`config.mk`:
```
export PLATFORM = sky130hd
export DESIGN_NAME = seven_seg_scanner
export DESIGN_NICKNAME = d
export VERILOG_FILES = /design/src/rtl/seven_seg_scanner.sv
export SDC_FILE = /design/constraint.sdc
export NUM_CORES = 1
export LEC_CHECK = 0
export CORE_ASPECT_RATIO = 1.25
export CORE_MARGIN = 2
export CORE_UTILIZATION = 35
export CTS_BUF_LIST = sky130_fd_sc_hd__clkbuf_4 sky130_fd_sc_hd__clkbuf_8
export DETAILED_ROUTE_END_ITERATION = 7
export GPL_TIMING_DRIVEN = 0
export PLACE_DENSITY = 0.7
export SYNTH_ARGS = -nofsm -noshare
export SYNTH_HDL_FRONTEND = slang
export SYNTH_SLANG_ARGS = --single-unit
```
`constraint.sdc`:
```
create_clock -name CLK -period 3.6 [get_ports CLK]
set_clock_uncertainty 0.2 [all_clocks]
set_input_delay 0.72 -clock CLK [delete_from_list [all_inputs] [get_ports CLK]]
set_output_delay 0.72 -clock CLK [all_outputs]
set_load 0.02 [all_outputs]
```
`src/rtl/seven_seg_scanner.sv`:
```
// seven_seg_scanner
//   Time-multiplexed scanner for N_DIGITS common-select digits. Each digit
//   owns a slot of DWELL CE ticks. The first BLANK ticks of every slot are dark
//   to suppress ghosting. After that the digit is lit for up to `brightness`
//   ticks, gated by enable_mask and by the blink phase for digits selected in
//   blink_mask. The segment pattern is latched at slot start, so a change to
//   seg_in only shows up in that digit's next slot.
//
// Ports
//   CLK          system clock, rising edge
//   CLR          synchronous active-high reset
//   CE           scan tick enable
//   seg_in       N_DIGITS*SEG_W segment patterns, digit d at [d*SEG_W +: SEG_W]
//   enable_mask  per-digit show enable
//   blink_mask   per-digit blink enable
//   brightness   lit ticks per slot after blanking (saturating)
//   seg_out      registered segment drive (pin polarity)
//   seg_select   registered one-hot-or-zero digit select (pin polarity)
//   digit_idx    registered index of the current slot (scan state for debug)
//   frame_tick   one-cycle pulse after each completed frame
module seven_seg_scanner #(
    parameter int N_DIGITS       = 8,
    parameter int SEG_W          = 8,
    parameter int DWELL          = 16,
    parameter int BLANK          = 2,
    parameter int BLINK_FRAMES   = 64,
    parameter int SEG_ACTIVE_LOW = 0,
    parameter int SEL_ACTIVE_LOW = 0,
    localparam int BW            = $clog2(DWELL + 1),
    localparam int IW            = $clog2(N_DIGITS)
) (
    input  logic                      CLK,
    input  logic                      CLR,
    input  logic                      CE,
    input  logic [N_DIGITS*SEG_W-1:0] seg_in,
    input  logic [N_DIGITS-1:0]       enable_mask,
    input  logic [N_DIGITS-1:0]       blink_mask,
    input  logic [BW-1:0]             brightness,
    output logic [SEG_W-1:0]          seg_out,
    output logic [N_DIGITS-1:0]       seg_select,
    output logic [IW-1:0]             digit_idx,
    output logic                      frame_tick
);

    localparam int TW = $clog2(DWELL);
    localparam int FW = (BLINK_FRAMES > 1) ? $clog2(BLINK_FRAMES) : 1;
    localparam logic [SEG_W-1:0]    SEG_INV = (SEG_ACTIVE_LOW != 0) ? '1 : '0;
    localparam logic [N_DIGITS-1:0] SEL_INV = (SEL_ACTIVE_LOW != 0) ? '1 : '0;

    logic [TW-1:0]    tick_q, tick_d;
    logic [IW-1:0]    idx_q, idx_d;
    logic [FW-1:0]    frame_q, frame_d;
    logic             blink_q, blink_d;
    logic [SEG_W-1:0] cur_seg_q, cur_seg_d;

    logic [SEG_W-1:0] digits [N_DIGITS];
    logic             slot_end, last_digit;

    always_comb begin
        for (int d = 0; d < N_DIGITS; d++) begin
            digits[d] = seg_in[d*SEG_W +: SEG_W];
        end
    end

    assign slot_end   = (tick_q == TW'(DWELL - 1));
    assign last_digit = (idx_q == IW'(N_DIGITS - 1));

    // State register
    always_ff @(posedge CLK) begin
        if (CLR) begin
            tick_q    <= '0;
            idx_q     <= '0;
            frame_q   <= '0;
            blink_q   <= 1'b0;
            cur_seg_q <= digits[0];
        end else begin
            tick_q    <= tick_d;
            idx_q     <= idx_d;
            frame_q   <= frame_d;
            blink_q   <= blink_d;
            cur_seg_q <= cur_seg_d;
        end
    end

    // Next state: advance only on CE; explicit compare-and-clear on idx keeps
    // non-power-of-two digit counts from reaching an illegal index.
    always_comb begin
        tick_d    = tick_q;
        idx_d     = idx_q;
        frame_d   = frame_q;
        blink_d   = blink_q;
        cur_seg_d = cur_seg_q;
        if (CE) begin
            if (slot_end) begin
                tick_d    = '0;
                idx_d     = last_digit ? '0 : idx_q + 1'b1;
                cur_seg_d = digits[idx_d];
                if (last_digit) begin
                    if (frame_q == FW'(BLINK_FRAMES - 1)) begin
                        frame_d = '0;
                        blink_d = ~blink_q;
                    end else begin
                        frame_d = frame_q + 1'b1;
                    end
                end
            end else begin
                tick_d = tick_q + 1'b1;
            end
        end
    end

    // Output decode from current state and live masks/brightness
    logic [31:0]         eff, rel;
    logic                lit;
    logic [N_DIGITS-1:0] sel_d;
    logic [SEG_W-1:0]    seg_d;

    always_comb begin
        eff = (32'(brightness) > 32'(DWELL - BLANK)) ? 32'(DWELL - BLANK)
                                                      : 32'(brightness);
        // Ticks inside the blank window wrap to a huge value and never pass.
        rel = 32'(tick_q) - 32'(BLANK);
        lit = (rel < eff) && enable_mask[idx_q] && !(blink_q && blink_mask[idx_q]);
        for (int d = 0; d < N_DIGITS; d++) begin
            sel_d[d] = lit && (idx_q == IW'(d));
        end
        seg_d = lit ? cur_seg_q : '0;
    end

    // Output register, polarity applied at the pins
    always_ff @(posedge CLK) begin
        if (CLR) begin
            seg_out    <= SEG_INV;
            seg_select <= SEL_INV;
            digit_idx  <= '0;
            frame_tick <= 1'b0;
        end else begin
            seg_out    <= seg_d ^ SEG_INV;
            seg_select <= sel_d ^ SEL_INV;
            digit_idx  <= idx_q;
            frame_tick <= CE && slot_end && last_digit;
        end
    end

endmodule

```
## Word level (Yosys, flattened, before mapping)

Cells that the tools add are included.

| storage, ports and cells | value |
|---|---|
| flip-flop bits (word level) | 42 |
| bits in latches | 0 |
| memory bits (writable) | 0 |
| bits in read-only memories | 0 |
| output and inout bits | 20 |
| logic and storage cells | 65 |
| memories | 0 |

| operators by class | value |
|---|---|
| add/sub/neg operators | 4 |
| $mul | 0 |
| div/mod/pow operators | 0 |
| magnitude comparators | 4 |
| eq/ne operators | 9 |
| shifts and indexed selects | 0 |
| mux-type cells | 14 |
| bitwise operators | 3 |
| reduce and logical (&&, ||, !) cells | 22 |

Operators by type and width:

| kind | number |
|---|---|
| 8-bit two-way mux | 5 |
| 32-bit by 5-bit < comparator with 1-bit output | 1 |
| 8-bit binary-select mux with 3-bit select | 1 |
| 1-bit logical AND | 13 |
| 3-bit == test (second input constant) | 4 |
| 6-bit by 1-bit adder with 6-bit output (second input constant) | 1 |
| 1-bit binary-select mux with 3-bit select | 2 |
| 3-bit by 2-bit == test with 1-bit output (second input constant) | 2 |
| 6-bit == test (second input constant) | 1 |
| 6-bit two-way mux | 1 |
| 5-bit by 4-bit > comparator with 1-bit output (second input constant) | 1 |
| 5-bit two-way mux | 1 |
| 4-bit by 2-bit subtractor with 5-bit output (second input constant) | 1 |
| 4-bit by 1-bit adder with 4-bit output (second input constant) | 1 |
| 4-bit == test (second input constant) | 1 |
| 4-bit greater-or-equal comparator (second input constant) | 1 |
| 3-bit by 4-bit < comparator with 1-bit output (second input constant) | 1 |
| 4-bit two-way mux | 1 |
| 3-bit NOT with 4-bit output | 1 |
| 2-bit AND reduction | 2 |
| 4-bit AND reduction | 1 |
| 2-bit nonzero test | 2 |
| 3-bit by 1-bit adder with 3-bit output (second input constant) | 1 |
| 3-bit by 1-bit == test with 1-bit output (second input constant) | 1 |
| 7 further kinds | 9 |

## Longest topological paths before layout

Gate-level depths: netlist of the first run.

| depth | value |
|---|---|
| depth after elaboration | 9 |
| depth in mapped cells | 10 |
| gate-level depth less buffers | 8 |

## Worst setup path before layout of the first run

Ideal clock, no wire load.

| timing | value |
|---|---|
| kind | register -> register |
| from | reg idx_q[0] |
| to | reg cur_seg_q[5] (data pin) |
| library setup time | 0.261 ns |
| arrival time | 2.490 ns |
| path slack | 0.649 ns |
| cell stages (with the launch flop) | 11 |
| clock period less this slack | 2.951 ns |
| path through | dfxtp_1 -> buf_4 -> buf_1 -> clkbuf_1 -> inv_1 -> ha_1 -> nand2b_1 -> clkbuf_1 -> a211oi_1 -> a21oi_1 -> a221o_1 |

| between the ends | value |
|---|---|
| word-level cells in the longest chain between the ends | 9 |
| elaborated cells on any way between the ends | 10 |
| classes of those cells | 1 x add/sub; 1 x eq/ne; 7 x mux; 1 x bitwise |

RTL lines:

| what | RTL line | text |
|---|---|---|
| from (decl) | 51 | `logic [IW-1:0] idx_q, idx_d;` |
| from (signal assigned) | 78 | `idx_q <= idx_d;` |
| 3-bit by 1-bit adder with 3-bit output / 3-bit == test (equally long branches) | 96, 66 |  |
| 3-bit two-way mux * | 96 | `idx_d = last_digit ? '0 : idx_q + 1'b1;` |
| 3-bit NOT with 4-bit output (not written as such) * | 97 | `cur_seg_d = digits[idx_d];` |
| 8-bit binary-select mux with 3-bit select * | 97 |  |
| 8-bit two-way mux (not written as such) * (2 in a row) | 97 |  |
| 8-bit two-way mux * | 94 | `if (slot_end) begin` |
| 8-bit two-way mux * | 93 | `if (CE) begin` |
| 8-bit two-way mux * | 70 | `if (CLR) begin` |
| to (signal assigned) | 75 | `cur_seg_q <= digits[0];` |
| to (signal assigned) | 81 | `cur_seg_q <= cur_seg_d;` |
| to (decl) | 54 | `logic [SEG_W-1:0] cur_seg_q, cur_seg_d;` |

Mark *: on every way between the ends. The rest lies on a longest branch, timed or not. The select of a mux whose other input is x is not followed.
A chain may end at the register's enable or synchronous reset.

## Worst setup path after layout of the first run

Same ends and word-level chain as after synthesis.

==> flow_results.org, run 1 <==
** Synth
- Mean post-synth cell area :: 9.978 sq um
- Leading post-synthesis cells by cell area :: sky130_fd_sc_hd__dfxtp_1, sky130_fd_sc_hd__edfxtp_1, sky130_fd_sc_hd__mux2i_1
- Synth unique cells :: 34
- Dominant register cell in the synthesized netlist :: sky130_fd_sc_hd__dfxtp_1
- Post-synth EDFFs :: 8
- Synth area leader :: sky130_fd_sc_hd__dfxtp_1
- Synthesis produced a netlist whose cell count is 235.
- Post-synth top area share :: 29.03%
- Summed instance area of the synthesized netlist :: 2345 sq um
- For this run, asynchronously set or reset flops after synthesis account for 0%.
- For this run, the register share of the synthesized area comes to 39.27%.
- Register bit total from synthesis :: 42
- Yosys Warn Count :: 0
- The number of nets in the synthesized netlist is 336.

** Final layout
- Compared with the post-synthesis result, the final layout area differs by 54.43%.
- Of the cells placed in the final design, the portion with a size suffix greater than 1 is 7.184%.
- The final layout contains 448 nets.
- Filler instances :: 629
- Total inserted antenna cells :: 0
- Final Instance Area :: 3621 sq um

** STA
- Peak clock frequency supported by timing :: 317.3 MHz
- Final period demand of the worst path :: 3151 ps
- Worst hold margin :: 239.4 ps
- In the final timing run, aggregate negative setup slack is 0 ps.
- Final setup viols :: 0
- Setup repair after global routing left no endpoint under its margin.
- The final count of pins violating max slew was 0.
- Headroom to the max-slew limit came out at 63.23%.
- Post-route setup slack :: 448.9 ps
- Post-route fraction of the period consumed by the critical path :: 87.53%
- For the pin with the worst max-slew slack, the measured transition is 549.5 ps.
- The count of final hold-check violations came to 0.

** GRT
- Initial antenna violation count :: 0
- Sum of overflow across all layers after global routing :: 0
- Maximum number of pins on one net before global-route repair :: 14
- Met1 track utilization from global routing :: 19.32%
- The first global-routing pass estimated 9535 microns of wire.
- Global-route track usage on met3 :: 2.273%
- GRT met2 Usage :: 29.42%
- Global routing consumed, over all layers together, 16.24% of the routing resources.
- Routing layer with the top usage in global route :: met2
- Via count of the first global-routing pass :: 2,111

** Setup path
- Critical path class :: register to register
- CP cell instances :: buf_4 > clkbuf_2 > inv_1 > ha_1 > nand2b_1 > clkbuf_1 > a211oi_1 > a21oi_1 > a221o_1
- STA classifies the critical path startpoint as a register.
- Top Family by Delay on Critical Path :: buffers and inverters
- Of all nets on the critical path, the largest fanout is 19.
- The slowest stage of the critical path is the sky130_fd_sc_hd__dfxtp_1 cell.
- Worst path buffer plus inverter count :: 4
- Data required time at the worst endpoint :: 3430 ps
- Delay contributed by the slowest stage of the critical path :: 490 ps
- STA classifies the critical path endpoint as a register.
- Data arrives at the worst endpoint at 2990 ps.

** Clock network
- The H-tree was split into 2 levels.
- The clock drives 42 sinks.
- Inserted Clock Buffers :: 5
- TritonCTS built the clock tree.
- In this run the clock root is driven by a sky130_fd_sc_hd__clkbuf_8.
- Clock-pin slew was measured on the worst setup and hold paths at 80 ps.
- In this run the deepest clock path goes through 2 buffers.
- Clk_lat worst skew :: 290 ps

** Placed design
- At the end of routability-driven placement, the weighted congestion stood at 0.8303.
- Port bufs :: 106
- OpenSTA, run right after detailed placement, puts the worst setup slack at -77.92 ps.
- Estimated wirelength of the detail-placed design :: 5026 microns
- Post-Place Cell Area :: 3515 sq um

** Run status
- The run finished with clean final reports.

** Floorplanning
- In this run the standard cell core region covers 6524 sq um.
- Number of placement rows :: 33
- Die span in y :: 95.51 microns
- Horizontal die dimension :: 77.21 microns
- For this configuration, the core starts out at a cell density of 35.94%.
- Die footprint :: 7374 sq um
- During I/O placement, the number of pins put on the boundary was 108.

** Route
- For this block, the routed nets add up to 6049 microns of wire.
- Routed wire length per instance :: 13.91 microns
- Remaining design rule violation count :: 0
- The detailed router finished its first iteration with 46 violations.
- The detailed router placed 2,126 vias in this run.
- The detail route stage leaves a number of antenna-violating nets equal to 0.
- After detailed routing, the number of vias per cell comes to 4.887.
- Before antenna repair, the detailed router went through 4 iterations.

** Worst hold path
- Class of the most critical hold timing path :: register to register

** Power and ir drop
- Pwr per Cell Area :: 281.7 nW/um^2
- VDD IR max :: 167.7 uV
- The analysis attributes to cell leakage a power of 1.450 nW.

** Job
- The tool flagged a number of max-cap violations equal to 0.
-- worst reg2reg max path, stage by stage (launching register included) --
cell	delay [ps]
sky130_fd_sc_hd__dfxtp_1	490
sky130_fd_sc_hd__buf_4	330
sky130_fd_sc_hd__clkbuf_2	290
sky130_fd_sc_hd__inv_1	120
sky130_fd_sc_hd__ha_1	320
sky130_fd_sc_hd__nand2b_1	160
sky130_fd_sc_hd__clkbuf_1	260
sky130_fd_sc_hd__a211oi_1	310
sky130_fd_sc_hd__a21oi_1	70
sky130_fd_sc_hd__a221o_1	340
-- synth_stat cells, types with 3 or more instances --
cell type                  number
sky130_fd_sc_hd__dfxtp_1       34
sky130_fd_sc_hd__a21oi_1       20
sky130_fd_sc_hd__mux2i_1       18
sky130_fd_sc_hd__nor2_1        16
sky130_fd_sc_hd__ha_1          13
sky130_fd_sc_hd__a211oi_1      10
sky130_fd_sc_hd__and2_1        10
sky130_fd_sc_hd__nor2b_1       10
sky130_fd_sc_hd__mux2_2         9
sky130_fd_sc_hd__nand2_1        9
sky130_fd_sc_hd__a221o_1        8
sky130_fd_sc_hd__and3_1         8
sky130_fd_sc_hd__edfxtp_1       8
sky130_fd_sc_hd__o21ai_0        8
sky130_fd_sc_hd__clkbuf_1       7
sky130_fd_sc_hd__inv_1          6
sky130_fd_sc_hd__nand3_1        6
sky130_fd_sc_hd__xor2_1         6
sky130_fd_sc_hd__nor3_1         5
sky130_fd_sc_hd__xnor2_1        4
sky130_fd_sc_hd__buf_1          3
-- cell type report --
cell class / count / area [sq um] / area share [%]
Inverter: 6 / 22.52 / 0.6220
Sequential cell: 42 / 920.9 / 25.43
Clock inverter: 3 / 40.04 / 1.106
Timing Repair Buffer: 106 / 1061 / 29.30
Clock buffer: 5 / 68.82 / 1.900
Tap cell: 87 / 108.9 / 3.006
Multi-Input combinational cell: 174 / 1340 / 37.01
Buffer: 12 / 58.81 / 1.624
-- sequential cells by signal (all words and copies together), names as in the netlist --
register and count:
frame_tick 1, digit_idx 3, frame_q 6, cur_seg_q 8, tick_q 4, seg_select 8, seg_out 8, blink_q 1
idx_q 3
-- cell families after synthesis --
family / after synthesis / share of synthesized area, %
xor gates and xnor gates: 10 / 3.735
DFF: 42 / 39.27
AOI/OAI and AO/OA: 49 / 14.41
buffers and inverters: 19 / 3.575
and+or+nand+nor: 71 / 15.90
adders and majority gates: 13 / 6.937
muxes: 31 / 16.17
-- repair_timing --
item                                    in CTS  in global routing
gates resized for setup                      1                  0
setup buffers                                0                  0
endpoints found under the setup margin       6                  8
hold buffers                                 0                  0
gates cloned                                 0                  0
-- power by group --
group	switching (mW)	total (mW)	internal [mW]	leakage, nW
Clock	0.149	0.353	0.204	0.0579
Sequential	0.00521	0.497	0.492	0.352
Combinational	0.0521	0.169	0.117	1.04
Total	0.207	1.02	0.813	1.45
-- routing by layer --
metal  part of all wire (%)  routed length, microns  vias to the layer above
li1                       -                       -                     1082
met2                     51                    3084                       63
met3                    3.9                     235                        7
met5                      0                       0                        -
met1                     43                    2616                      974
met4                    1.9                     112                        0
-- through the flow --
step	utilization (%)	cells	power [mW]
floorplan	-	235	0.5649
global placement	53.87	428	0.6752
detailed placement	53.87	428	0.6787
CTS	55.56	436	1.029
global route	55.50	435	1.059
finish	55.50	435	1.020
-- worst paths after layout --
check	startpoint	slack (ps)	depth (start not counted)	endpoint
setup / recovery	idx_q[0]	450	9	cur_seg_q[5]
hold / removal	cur_seg_q[7]	240	1	seg_out[7]
setup reg to reg	idx_q[0]	450	9	cur_seg_q[5]
hold reg to reg	cur_seg_q[7]	240	1	seg_out[7]
-- cell usage in the layout, fill, tap and decap left out, types with 2 or more instances in the layout --
| cell type | n |
|---|---|
| sky130_fd_sc_hd__clkbuf_8 | 5 |
| sky130_fd_sc_hd__o21ai_0 | 8 |
| sky130_fd_sc_hd__a21oi_1 | 20 |
| sky130_fd_sc_hd__xnor2_1 | 4 |
| sky130_fd_sc_hd__xor2_1 | 6 |
| sky130_fd_sc_hd__and3_1 | 8 |
| sky130_fd_sc_hd__buf_1 | 2 |
| sky130_fd_sc_hd__nand4_1 | 2 |
| sky130_fd_sc_hd__clkdlybuf4s50_1 | 106 |
| sky130_fd_sc_hd__ha_1 | 13 |
| sky130_fd_sc_hd__nor2_1 | 16 |
| sky130_fd_sc_hd__clkbuf_1 | 6 |
| sky130_fd_sc_hd__edfxtp_1 | 8 |
| sky130_fd_sc_hd__inv_1 | 6 |
| sky130_fd_sc_hd__dfxtp_1 | 34 |
| sky130_fd_sc_hd__nand2b_1 | 2 |
| sky130_fd_sc_hd__nor3_1 | 5 |
| sky130_fd_sc_hd__a221o_1 | 8 |
| sky130_fd_sc_hd__nor2b_1 | 10 |
| sky130_fd_sc_hd__nand3_1 | 6 |
| sky130_fd_sc_hd__a211oi_1 | 10 |
| sky130_fd_sc_hd__mux4_1 | 2 |
| sky130_fd_sc_hd__and2_1 | 10 |
| sky130_fd_sc_hd__mux4_2 | 2 |
| sky130_fd_sc_hd__nand2_1 | 9 |
| sky130_fd_sc_hd__mux2_2 | 9 |
| sky130_fd_sc_hd__mux2i_1 | 18 |
| sky130_fd_sc_hd__clkinv_2 | 2 |
(Power assumes the default switching activity.)
==> run 2: changes to the inputs <==
PLACE_DENSITY = 0.78   (was 0.7)
==> run 2 against run 1 <==
Against the previous run: critical path depth stayed put; critical endpoint is now cur_seg_q[1]; maximum frequency rose by 0.24%; worst setup slack gained 7.5 ps; sequential power hardly changed; total power is 4.6% lower; critical path type unchanged; largest cell class unchanged; sequential share of layout area rose by 0.097 points; flip-flop and latch count did not move; highest routed layer unchanged; clock power is 13% lower; global-route usage up 0.26 points; first-iteration DRC count grew 35%; largest power group unchanged; final area fell by 0.38%.
==> flow_results.org, run 2 (synthesis gave the netlist of run 1 again) <==
** Placed design
- Port bufs :: 106 (unchanged)
- The post-DP HPWL is 4783 microns (-4.8%).
- Total placed cells including tap cells :: 428 (unchanged)
- The last weighted congestion value of the routability-driven placer is 0.8592 (+3.5%).

** Clock network
- CTS max path bufs :: 2 (unchanged)
- The clock network latency to the later pin of the worst-skew pair is 290 ps (about the same).
- The total CTS buffers came to 5 (unchanged).
- CTS Hold Bufs :: 0 (unchanged)
- The post-CTS clock slew at the launch and capture registers of the worst setup and hold paths is 70 ps (about the same).
- TritonCTS built the clock tree.
- The number of H-tree levels was 2 (unchanged).
- Cell at the root of the clock tree :: sky130_fd_sc_hd__clkbuf_8
- Number of buffers inserted by post-CTS setup repair :: 0 (unchanged)
- Clock sinks :: 42 (unchanged)

** STA
- The post-layout minimum cycle time was 3144 ps (-7.458 ps).
- Setup repair after global routing left no endpoint under its margin.
- The normalized max-slew margin was 65.33% (+2.1 points).
- The part of the cycle the worst path needs is 87.32% (-0.21 points).
- The final count of pins violating max slew came to 0 (unchanged).
- Final setup viols :: 0 (unchanged)
- Sum of negative setup slack :: 0 ps (unchanged)
- The measured slew at the worst slew-check pin was 515.7 ps (-33.89 ps).
- Peak clock frequency supported by timing :: 318.1 MHz (+0.24%)
- Final hold vios :: 0 (unchanged)

** GRT
- The global-route usage over all layers was 16.50% (+0.26 points).
- Global-route wire length before repair :: 9653 microns (+1.2%)
- Initial antenna violation count :: 0 (unchanged)
- The via count of the first global-routing pass was 2,194 (+3.9%).
- Sum of overflow across all layers after global routing :: 0 (unchanged)
- Maximum number of pins on one net before global-route repair :: 13 (-1)

** Floorplanning
- Number of placement rows :: 33 (unchanged)
- Number of I/O pins :: 108 (unchanged)
- The area of the placeable core was 6524 sq um (unchanged).
- Die span in y :: 95.51 microns (unchanged)
- Initial cell density of the core :: 35.94% (unchanged)
- Horizontal die dimension :: 77.21 microns (unchanged)
- Die footprint :: 7374 sq um (unchanged)

** Setup path
- Worst path arrival time :: 2980 ps (about the same)
- The worst setup path is launched from a register.
- The maximum fanout count along the critical path was 19 (unchanged).
- The required time at the worst-slack endpoint came to 3440 ps (about the same).
- Critical path class :: register to register
- STA classifies the critical path endpoint as a register.

** Route
- DRT Wirelength :: 5751 microns (-4.9%)
- Number of violations reported at the end of detailed-routing iteration 0 :: 62 (+35%)
- The average vias per placed instance came to 4.883 (about the same).
- Routed wire length per instance :: 13.22 microns (-4.9%)
- Number of iterations in the first detailed-routing pass :: 4 (unchanged)
- Top sig layer :: met4
- Routed wire length on met2 :: 2924 microns (-5.2%)
- Sum of routed wire segments on met1 :: 2397 microns (-8.4%)
- Total via count after detailed routing :: 2,124 (-0.094%)
- Antenna Nets Post-Route :: 0 (unchanged)
- Detail Route met3 WL :: 312 microns (+33%)
- The number of design rule violations left after detail routing is 0 (unchanged).

** Final layout
- Filler instances :: 615 (-2.2%)
- The area of combinational cells with multiple inputs was 1340 sq um (unchanged).
- The number of antenna diodes is 0 (unchanged).
- Final standard cell count with taps included and fillers excluded :: 435 (unchanged)
- In the layout the commonest cells are sky130_fd_sc_hd__clkdlybuf4s50_1, sky130_fd_sc_hd__dfxtp_1, sky130_fd_sc_hd__a21oi_1.
- Biggest registers after layout :: cur_seg_q (8), seg_out (8), seg_select (8)
- The total area of sequential cells is 920.9 sq um (unchanged).
- Fin nets :: 448 (unchanged)
- Signed area change from the synthesized netlist to the final layout :: 53.84%
- The fraction of final layout cells sized beyond drive strength 1 came to 7.184% (unchanged).
- Leaving out fill and tap cells, the most frequent cell in the layout is sky130_fd_sc_hd__clkdlybuf4s50_1.

** Power and ir drop
- The power per standard cell area came to 269.8 nW/um^2 (-4.2%).
- Leak Pwr :: 1.443 nW (-0.43%)
- VDD IR max :: 132.3 uV (-21%)
- Post-layout power :: 973.4 uW (-4.6%)

** Worst hold path
- The worst hold path belongs to the class register to register.

** Run status
- Result of the run :: finished, final reports clean

** Job
- The reported max-cap violation count is 0 (unchanged).
-- run 2: path summary, 6_finish.rpt --
path | from | endpoint | slack (ps) | cells after the start
setup reg to reg | idx_q[0] | cur_seg_q[1] | 460 | 9
setup / recovery | idx_q[0] | cur_seg_q[1] | 460 | 9
hold reg to reg | cur_seg_q[6] | seg_out[6] | 240 | 1
hold / removal | cur_seg_q[6] | seg_out[6] | 240 | 1
-- run 2: area by class of cell --
type,instances,area share [%]
Buffer,12,1.630
Clock buffer,7,2.497
Clock inverter,1,0.1387
Inverter,6,0.6243
Multi-Input combinational cell,174,37.15
Sequential cell,42,25.53
Tap cell,87,3.018
Timing Repair Buffer,106,29.41
-- run 2: what timing repair did --
action | CTS | global route
resized for setup | 1 | 0
setup endpoints to repair | 8 | 8
pin swaps | 0 | 0
endpoints found under the hold margin | 0 | 0
-- run 2: stage by stage --
step | hold WS, ps | util [%] | area (sq um) | setup slack, ps
after detailed placement | 226.2 | 53.87 | 3515 | -88.67
after global placement | 226.1 | 53.87 | 3515 | -49.72
after global routing | 246.1 | 55.29 | 3607 | 181.9
after CTS | 240.2 | 55.35 | 3611 | 64.91
final | 238.8 | 55.29 | 3607 | 456.3
after floorplan | 220.2 | - | 2345 | 648.9
-- run 2: power breakdown --
part / total [mW] / leakage [nW] / internal (mW) / switching [mW]
combinational: 0.168 / 1.04 / 0.117 / 0.0508
sequential: 0.498 / 0.352 / 0.492 / 0.00539
clock: 0.308 / 0.0517 / 0.162 / 0.146
-- run 2: worst max-delay path: stages, from the launching register on --
cell and delay (ps):
sky130_fd_sc_hd__dfxtp_1 510, sky130_fd_sc_hd__buf_4 330, sky130_fd_sc_hd__clkbuf_2 290, sky130_fd_sc_hd__inv_1 130
sky130_fd_sc_hd__ha_1 320, sky130_fd_sc_hd__nand2b_1 140, sky130_fd_sc_hd__clkbuf_1 260, sky130_fd_sc_hd__a211oi_1 270
sky130_fd_sc_hd__a21oi_1 90, sky130_fd_sc_hd__a221o_1 340
-- run 2: per-layer routing --
layer  global-route usage [%]  vias up
li1                         -     1077
met5                        0        -
met3                    3.883        8
met1                    19.18      952
met4                    7.143        0
met2                    29.06       87
